<file path="config.mk">
export PLATFORM = sky130hd
export DESIGN_NAME = pkt_snap_trunc
export DESIGN_NICKNAME = d
export VERILOG_FILES = /design/src/rtl/pkt_snap_trunc_pkg.sv /design/src/rtl/pkt_snap_trunc_fifo.sv /design/src/rtl/pkt_snap_trunc.sv
export SDC_FILE = /design/constraint.sdc
export NUM_CORES = 1
export LEC_CHECK = 0
export CAP_MARGIN = 10
export CORE_AREA = 2 2 479 481
export DETAILED_ROUTE_END_ITERATION = 8
export DIE_AREA = 0 0 481 483
export HOLD_SLACK_MARGIN = 0.06
export SLEW_MARGIN = 10
export SYNTH_ARGS = -nofsm -noshare
export SYNTH_HDL_FRONTEND = slang
export SYNTH_SLANG_ARGS = --single-unit
</file>
<file path="constraint.sdc">
create_clock -name axi_aclk -period 13.5 [get_ports axi_aclk]
set_input_delay 3.375 -clock axi_aclk [delete_from_list [all_inputs] [get_ports axi_aclk]]
set_output_delay 3.375 -clock axi_aclk [all_outputs]
set_load 0.01 [all_outputs]
</file>
<file path="src/rtl/pkt_snap_trunc_pkg.sv">
// Shared definitions for the snap-length truncator: FSM encodings, length-field bounds, counter width.
// eff_sl() turns the raw snap register into the snap length actually applied to a packet.
package pkt_snap_trunc_pkg;

  typedef enum logic [1:0] {
    ST_FIRST = 2'd0,
    ST_PASS  = 2'd1,
    ST_DROP  = 2'd2
  } state_t;

  localparam int LEN_LO = 0;
  localparam int LEN_HI = 15;
  localparam int LEN_W  = LEN_HI - LEN_LO + 1;
  localparam int CNT_W  = 32;

  localparam logic [LEN_W-1:0] SL_MIN = 16'd64;

  // Zero disables truncation; tiny snap lengths are raised to SL_MIN so a header always survives.
  function automatic logic [LEN_W-1:0] eff_sl(input logic [LEN_W-1:0] raw);
    if (raw == '0) return '0;
    if (raw < SL_MIN) return SL_MIN;
    return raw;
  endfunction

endpackage

</file>
<file path="src/rtl/pkt_snap_trunc_fifo.sv">
// Small first-word-fallthrough FIFO: head entry is visible on o_dout as soon as o_empty drops.
// Written entry visible the next cycle; o_nearly_full asserts with one free slot left.
module fallthrough_small_fifo #(
  parameter int WIDTH          = 8,
  parameter int MAX_DEPTH_BITS = 2
) (
  input  logic             i_clk,
  input  logic             i_rst_n,
  input  logic [WIDTH-1:0] i_din,
  input  logic             i_wr_en,
  input  logic             i_rd_en,
  output logic [WIDTH-1:0] o_dout,
  output logic             o_full,
  output logic             o_nearly_full,
  output logic             o_empty
);
  localparam int DEPTH = 1 << MAX_DEPTH_BITS;
  localparam logic [MAX_DEPTH_BITS:0] FULL_LVL = (MAX_DEPTH_BITS + 1)'(DEPTH);
  localparam logic [MAX_DEPTH_BITS:0] ONE_LVL  = (MAX_DEPTH_BITS + 1)'(1);
  localparam logic [MAX_DEPTH_BITS-1:0] ONE_PTR = MAX_DEPTH_BITS'(1);

  logic [WIDTH-1:0]          r_mem [DEPTH];
  logic [MAX_DEPTH_BITS-1:0] r_wr_ptr;
  logic [MAX_DEPTH_BITS-1:0] r_rd_ptr;
  logic [MAX_DEPTH_BITS:0]   r_depth;
  logic                      w_wr;
  logic                      w_rd;

  assign o_empty       = (r_depth == '0);
  assign o_full        = (r_depth == FULL_LVL);
  assign o_nearly_full = (r_depth >= FULL_LVL - ONE_LVL);
  assign o_dout        = r_mem[r_rd_ptr];
  assign w_wr          = i_wr_en && !o_full;
  assign w_rd          = i_rd_en && !o_empty;

  always_ff @(posedge i_clk) begin
    if (!i_rst_n) begin
      r_wr_ptr <= '0;
      r_rd_ptr <= '0;
      r_depth  <= '0;
    end else begin
      if (w_wr) r_wr_ptr <= r_wr_ptr + ONE_PTR;
      if (w_rd) r_rd_ptr <= r_rd_ptr + ONE_PTR;
      case ({w_wr, w_rd})
        2'b10:   r_depth <= r_depth + ONE_LVL;
        2'b01:   r_depth <= r_depth - ONE_LVL;
        default: r_depth <= r_depth;
      endcase
    end
  end

  always_ff @(posedge i_clk) begin
    if (w_wr) r_mem[r_wr_ptr] <= i_din;
  end

endmodule

</file>
<file path="src/rtl/pkt_snap_trunc.sv">
// Cuts each AXI-Stream packet to the snap length, fixes tlast/tstrb/length, counts packets and cuts.
// One-cycle fallthrough latency; s_axis stalls on FIFO nearly-full, m_axis stalls hold the head beat.
module pkt_snap_trunc
  import pkt_snap_trunc_pkg::*;
#(
  parameter int C_M_AXIS_DATA_WIDTH  = 256,
  parameter int C_S_AXIS_DATA_WIDTH  = 256,
  parameter int C_M_AXIS_TUSER_WIDTH = 128,
  parameter int C_S_AXIS_TUSER_WIDTH = 128,
  parameter int C_S_AXI_DATA_WIDTH   = 32,
  parameter int NUM_RW_REGS          = 1,
  parameter int NUM_RO_REGS          = 2
) (
  input  logic                                         axi_aclk,
  input  logic                                         axi_aresetn,
  input  logic [C_S_AXIS_DATA_WIDTH-1:0]               s_axis_tdata,
  input  logic [C_S_AXIS_DATA_WIDTH/8-1:0]             s_axis_tstrb,
  input  logic [C_S_AXIS_TUSER_WIDTH-1:0]              s_axis_tuser,
  input  logic                                         s_axis_tvalid,
  input  logic                                         s_axis_tlast,
  output logic                                         s_axis_tready,
  output logic [C_M_AXIS_DATA_WIDTH-1:0]               m_axis_tdata,
  output logic [C_M_AXIS_DATA_WIDTH/8-1:0]             m_axis_tstrb,
  output logic [C_M_AXIS_TUSER_WIDTH-1:0]              m_axis_tuser,
  output logic                                         m_axis_tvalid,
  output logic                                         m_axis_tlast,
  input  logic                                         m_axis_tready,
  input  logic [NUM_RW_REGS*C_S_AXI_DATA_WIDTH-1:0]    rw_regs,
  output logic [NUM_RW_REGS*C_S_AXI_DATA_WIDTH-1:0]    rw_defaults,
  output logic [NUM_RO_REGS*C_S_AXI_DATA_WIDTH-1:0]    ro_regs
);
  localparam int DW    = C_M_AXIS_DATA_WIDTH;
  localparam int BYTES = DW / 8;
  localparam int TW    = C_M_AXIS_TUSER_WIDTH;
  localparam int FW    = DW + BYTES + TW + 1;

  function automatic logic [BYTES-1:0] strb_mask(input logic [LEN_W-1:0] sl);
    logic [LEN_W-1:0] rem;
    rem = sl % LEN_W'(BYTES);
    if (rem == '0) return '1;
    return (BYTES'(1) << rem) - BYTES'(1);
  endfunction

  state_t             r_state, w_next;
  logic [LEN_W-1:0]   r_cnt, r_k;
  logic               r_trunc;
  logic [BYTES-1:0]   r_mask;
  logic [CNT_W-1:0]   r_pkt_cnt, r_trunc_cnt;

  logic [FW-1:0]      w_fifo_dout;
  logic               w_fifo_full, w_fifo_nfull, w_empty, w_rd_en, w_pop_out;
  logic [DW-1:0]      w_h_data;
  logic [BYTES-1:0]   w_h_strb;
  logic [TW-1:0]      w_h_user;
  logic               w_h_last;
  logic [LEN_W-1:0]   w_sl, w_k_new, w_k, w_idx;
  logic [BYTES-1:0]   w_mask_new, w_mask;
  logic               w_trunc_new, w_trunc, w_cut;
  logic               w_unused;

  fallthrough_small_fifo #(
    .WIDTH          (FW),
    .MAX_DEPTH_BITS (2)
  ) u_fifo (
    .i_clk         (axi_aclk),
    .i_rst_n       (axi_aresetn),
    .i_din         ({s_axis_tlast, s_axis_tuser, s_axis_tstrb, s_axis_tdata}),
    .i_wr_en       (s_axis_tvalid),
    .i_rd_en       (w_rd_en),
    .o_dout        (w_fifo_dout),
    .o_full        (w_fifo_full),
    .o_nearly_full (w_fifo_nfull),
    .o_empty       (w_empty)
  );

  assign s_axis_tready = !w_fifo_nfull;
  assign {w_h_last, w_h_user, w_h_strb, w_h_data} = w_fifo_dout;

  // Snap decision for the head beat; only consumed while in FIRST, then frozen for the packet.
  assign w_sl        = eff_sl(rw_regs[LEN_HI:LEN_LO]);
  assign w_trunc_new = (w_sl != '0) && (w_h_user[LEN_HI:LEN_LO] > w_sl);
  assign w_k_new     = (w_sl - LEN_W'(1)) / LEN_W'(BYTES);
  assign w_mask_new  = strb_mask(w_sl);

  assign w_trunc = (r_state == ST_FIRST) ? w_trunc_new : r_trunc;
  assign w_k     = (r_state == ST_FIRST) ? w_k_new     : r_k;
  assign w_mask  = (r_state == ST_FIRST) ? w_mask_new  : r_mask;
  assign w_idx   = (r_state == ST_FIRST) ? '0          : r_cnt;
  assign w_cut   = w_trunc && (w_idx == w_k);

  assign rw_defaults = '0;
  assign ro_regs     = {r_trunc_cnt, r_pkt_cnt};
  assign w_unused    = ^{w_fifo_full, rw_regs[$bits(rw_regs)-1:LEN_HI+1]};

  always_ff @(posedge axi_aclk) begin
    if (!axi_aresetn) r_state <= ST_FIRST;
    else              r_state <= w_next;
  end

  always_comb begin
    w_next = r_state;
    case (r_state)
      ST_FIRST: if (w_rd_en) w_next = w_h_last ? ST_FIRST : (w_cut ? ST_DROP : ST_PASS);
      ST_PASS:  if (w_rd_en) begin
                  if (w_cut)         w_next = w_h_last ? ST_FIRST : ST_DROP;
                  else if (w_h_last) w_next = ST_FIRST;
                end
      ST_DROP:  if (w_rd_en && w_h_last) w_next = ST_FIRST;
      default:  w_next = ST_FIRST;
    endcase
  end

  always_comb begin
    m_axis_tvalid = (r_state != ST_DROP) && !w_empty;
    m_axis_tdata  = w_h_data;
    m_axis_tstrb  = w_cut ? (w_h_strb & w_mask) : w_h_strb;
    m_axis_tuser  = w_h_user;
    if ((r_state == ST_FIRST) && w_trunc) m_axis_tuser[LEN_HI:LEN_LO] = w_sl;
    m_axis_tlast  = w_h_last || w_cut;
    w_pop_out     = m_axis_tvalid && m_axis_tready;
    // DROP drains the remainder of a cut packet without waiting on the downstream.
    w_rd_en       = (r_state == ST_DROP) ? !w_empty : w_pop_out;
  end

  always_ff @(posedge axi_aclk) begin
    if (!axi_aresetn) begin
      r_cnt       <= '0;
      r_k         <= '0;
      r_trunc     <= 1'b0;
      r_mask      <= '0;
      r_pkt_cnt   <= '0;
      r_trunc_cnt <= '0;
    end else begin
      if (w_rd_en && (r_state == ST_FIRST)) begin
        r_cnt   <= LEN_W'(1);
        r_k     <= w_k_new;
        r_trunc <= w_trunc_new;
        r_mask  <= w_mask_new;
      end else if (w_rd_en && (r_state == ST_PASS)) begin
        r_cnt <= r_cnt + LEN_W'(1);
      end
      if (w_pop_out && m_axis_tlast) r_pkt_cnt   <= r_pkt_cnt + CNT_W'(1);
      if (w_pop_out && w_cut)        r_trunc_cnt <= r_trunc_cnt + CNT_W'(1);
    end
  end

endmodule

</file>
==> results.toml <==
[pwr]
ir_drop_mv = 0.132
powerDensity_nw_per_um2 = 190
cellLeakagePower_nw = 27.2
finalPower_mw = 16.5

[worst_hold_path]
hold_depth = 2
hold_path.class = "reg -> reg"
hp-start = "r_mask[0]"
hold_end = "r_mask[0]"

[sta]
fin_setup_tns_ps = 0
rsz0062_at_grt = "no"
slew_viol_final = 0
relSlewSlack_pct = 28.2
final_hold_viol_count = 0
worst-slew-pin-transition_ps = 1080
finalSetupViolCount = 0
hold_ws_ps = 450
finalCritPeriodShare_pct = 88.1
timing.fmax_ghz = 0.0841
clock_skew_ps = 97.4
period_needed_ps = 11890

[yosys]
ys_ff_latch = 1803
synth_top_flop_cell = "edfxtp_1"
yosys_warnings = 0
synth.area.top_cells = "edfxtp_1 (74%), mux4_2 (14%), dfxtp_1 (4.0%), xor2_1 (0.69%), nor2_1 (0.53%)"
syn-cell-area_um2 = 67800
synth_cell_types = 65
avgSynthCellArea_um2 = 21.4
ys_seq_area_share_pct = 77.9
yosysTopAreaCellShare_pct = 73.9
synth_edf_count = 1668
ys_async_sr_fraction_pct = 0
syn_inst = 3170
yosys.area.top_type = "edfxtp_1"

[placed_design]
io_buffers = 919
place_hpwl_um = 118000
gp_congestion = 0.834

[drt]
drt_iter0_drc = 2452
drc = 0
routedWlPerCell_um = 24.5
drtPass1Iterations = 6
ant_nets = 0
finalWirelength_um = 180000
vias_per_cell = 4.70
vias = 34500

[clocking]
clk_latency_ps = 860
clock-sinks = 1803
cts-root-buf = "clkbuf_16"
cts_tree = "done"
max-clock-path-buffers = 3
cts_htree_levels = 4
clkSlewWorstSetupHoldPaths_ps = 60
cts_hold_buf = 0
cts_setup_buffers = 0
cts-resized-gates = 0
cts_buffers = 193

[worst_setup_path]
crit_type = "in -> out"
cp-start-kind = "input pin"
critPathRequiredTime_ps = 10120
r2r_cells = 9
end_kind = "output port"
cp_data_arrival_time_ps = 8510
worst-r2r-setup-slack_ps = 9390
path_max_fanout = 17
r2r-end = "r_trunc"

[global_routing]
grt.overflow.total = 0
gr-usage-all-layers_pct = 15.2
grt_pass1_wl_um = 258000
grt_pass1_vias = 35900
grt_max_degree = 126
antenna_found_initial = 52

[cells_and_area]
final_cell_mix = "edfxtp_1 (1668), clkdlybuf4s50_1 (919), mux4_2 (417), clkbuf_16 (193), dfxtp_1 (133)"
postLayoutCoreUtil_pct = 38.3
layout-drive-gt1-share_pct = 17.8
fin_nets = 4648
final_common_cell = "edfxtp_1"
area_delta_synth_final_pct = 28.1

[floorplanning]
io_pins = 968
rows = 175
core_um2 = 227000
initial_core_util_pct = 29.9
dieWidth_um = 481
die_y_um = 483
dieArea_um2 = 232000

[run_status]
outcome = "complete, no violations"

[job]
drv_cap = 0
==> cell usage after synthesis, drive strengths merged, types with 26 or more instances <==
library cell and number:
a21boi 26, a21oi 72, buf 91, clkbuf 95
dfxtp 135, edfxtp 1668, inv 34, mux4 417
nand2 75, nand3 34, nor2 97, o21ai 65
xor2 53
==> through the flow <==
step	cells	cell area (µm²)	worst slack (ps)
finish	7353	86800	1610
global route	7342	86700	1420
CTS	7338	86700	1650
detailed placement	6983	80500	1670
global placement	6983	80500	1600
floorplan	3201	67900	-572
==> sequential cells by signal, indices dropped and copies added (netlist names), named ones only <==
register,cells
u_fifo.r_mem,1668
r_mask,32
r_pkt_cnt,32
r_trunc_cnt,32
r_cnt,16
r_k,11
u_fifo.r_depth,3
r_state,2
u_fifo.r_rd_ptr,2
u_fifo.r_wr_ptr,2
r_trunc,1
==> layer usage <==
metal	global-route usage, %	routed length, µm	vias to the layer above
met5	0	230	-
met4	3.33	3680	36
met3	7.07	19400	289
met2	25.2	88200	1248
met1	17.8	68700	17900
li1	-	-	15100
==> worst max path at each step <==
stage / from / endpoint / slack (ps)
2_1_floorplan: s_axis_tvalid / u_fifo.r_mem[0][0] / -570
5_1_grt: rw_regs[12] / m_axis_tuser[2] / 1420
4_1_cts: rw_regs[12] / m_axis_tuser[3] / 1650
6_report: rw_regs[12] / m_axis_tuser[5] / 1610
3_5_place_dp: rw_regs[12] / m_axis_tuser[3] / 1670
3_3_place_gp: rw_regs[10] / m_axis_tuser[3] / 1600
==> area by class of cell <==
| type | instances | area, µm² |
|---|---|---|
| repair buffers | 959 | 9670 |
| clock buffers | 232 | 5000 |
| fillers | 20600 | 140000 |
| clock inverters | 123 | 1260 |
| multi-input cells | 1178 | 14100 |
| diodes | 15 | 37.5 |
| inverters | 34 | 129 |
| flip-flops and latches | 1803 | 52800 |
| well taps | 3009 | 3760 |
==> cells by family (layout without fill, tap and decap cells) <==
logic type | Yosys count | count (layout) | synth area share (%)
flip-flops | 1803 | 1803 | 77.9
AND/OR/NAND/NOR | 367 | 367 | 2.75
AO/OA/AOI/OAI | 241 | 241 | 2.22
other | 1 | 47 | 0.00553
XOR/XNOR | 76 | 76 | 0.982
buffers and inverters | 220 | 1348 | 1.47
multiplexers | 436 | 436 | 14.2
adder cells (fa/ha/maj) | 26 | 26 | 0.491
==> worst max-delay path, cell delays in order <==
cell and delay (ps):
clkdlybuf4s50_1 480, or4_1 610, or4_1 840, and2_1 320, inv_1 70, ha_1 230
and3_1 180, a221o_1 350, a222oi_1 310, or3b_2 540, nand3_2 300, mux2_2 380
clkdlybuf4s50_1 500
==> where the power goes <==
part	total [mW]	switching, mW	leakage (nW)	internal, mW
Combinational	4.46	2.24	7.73	2.22
Clock	5.13	2.24	3.02	2.90
Sequential	6.92	0.179	16.4	6.74
Total	16.5	4.66	27.2	11.9
Note: power is estimated with default switching activity, not from simulation.
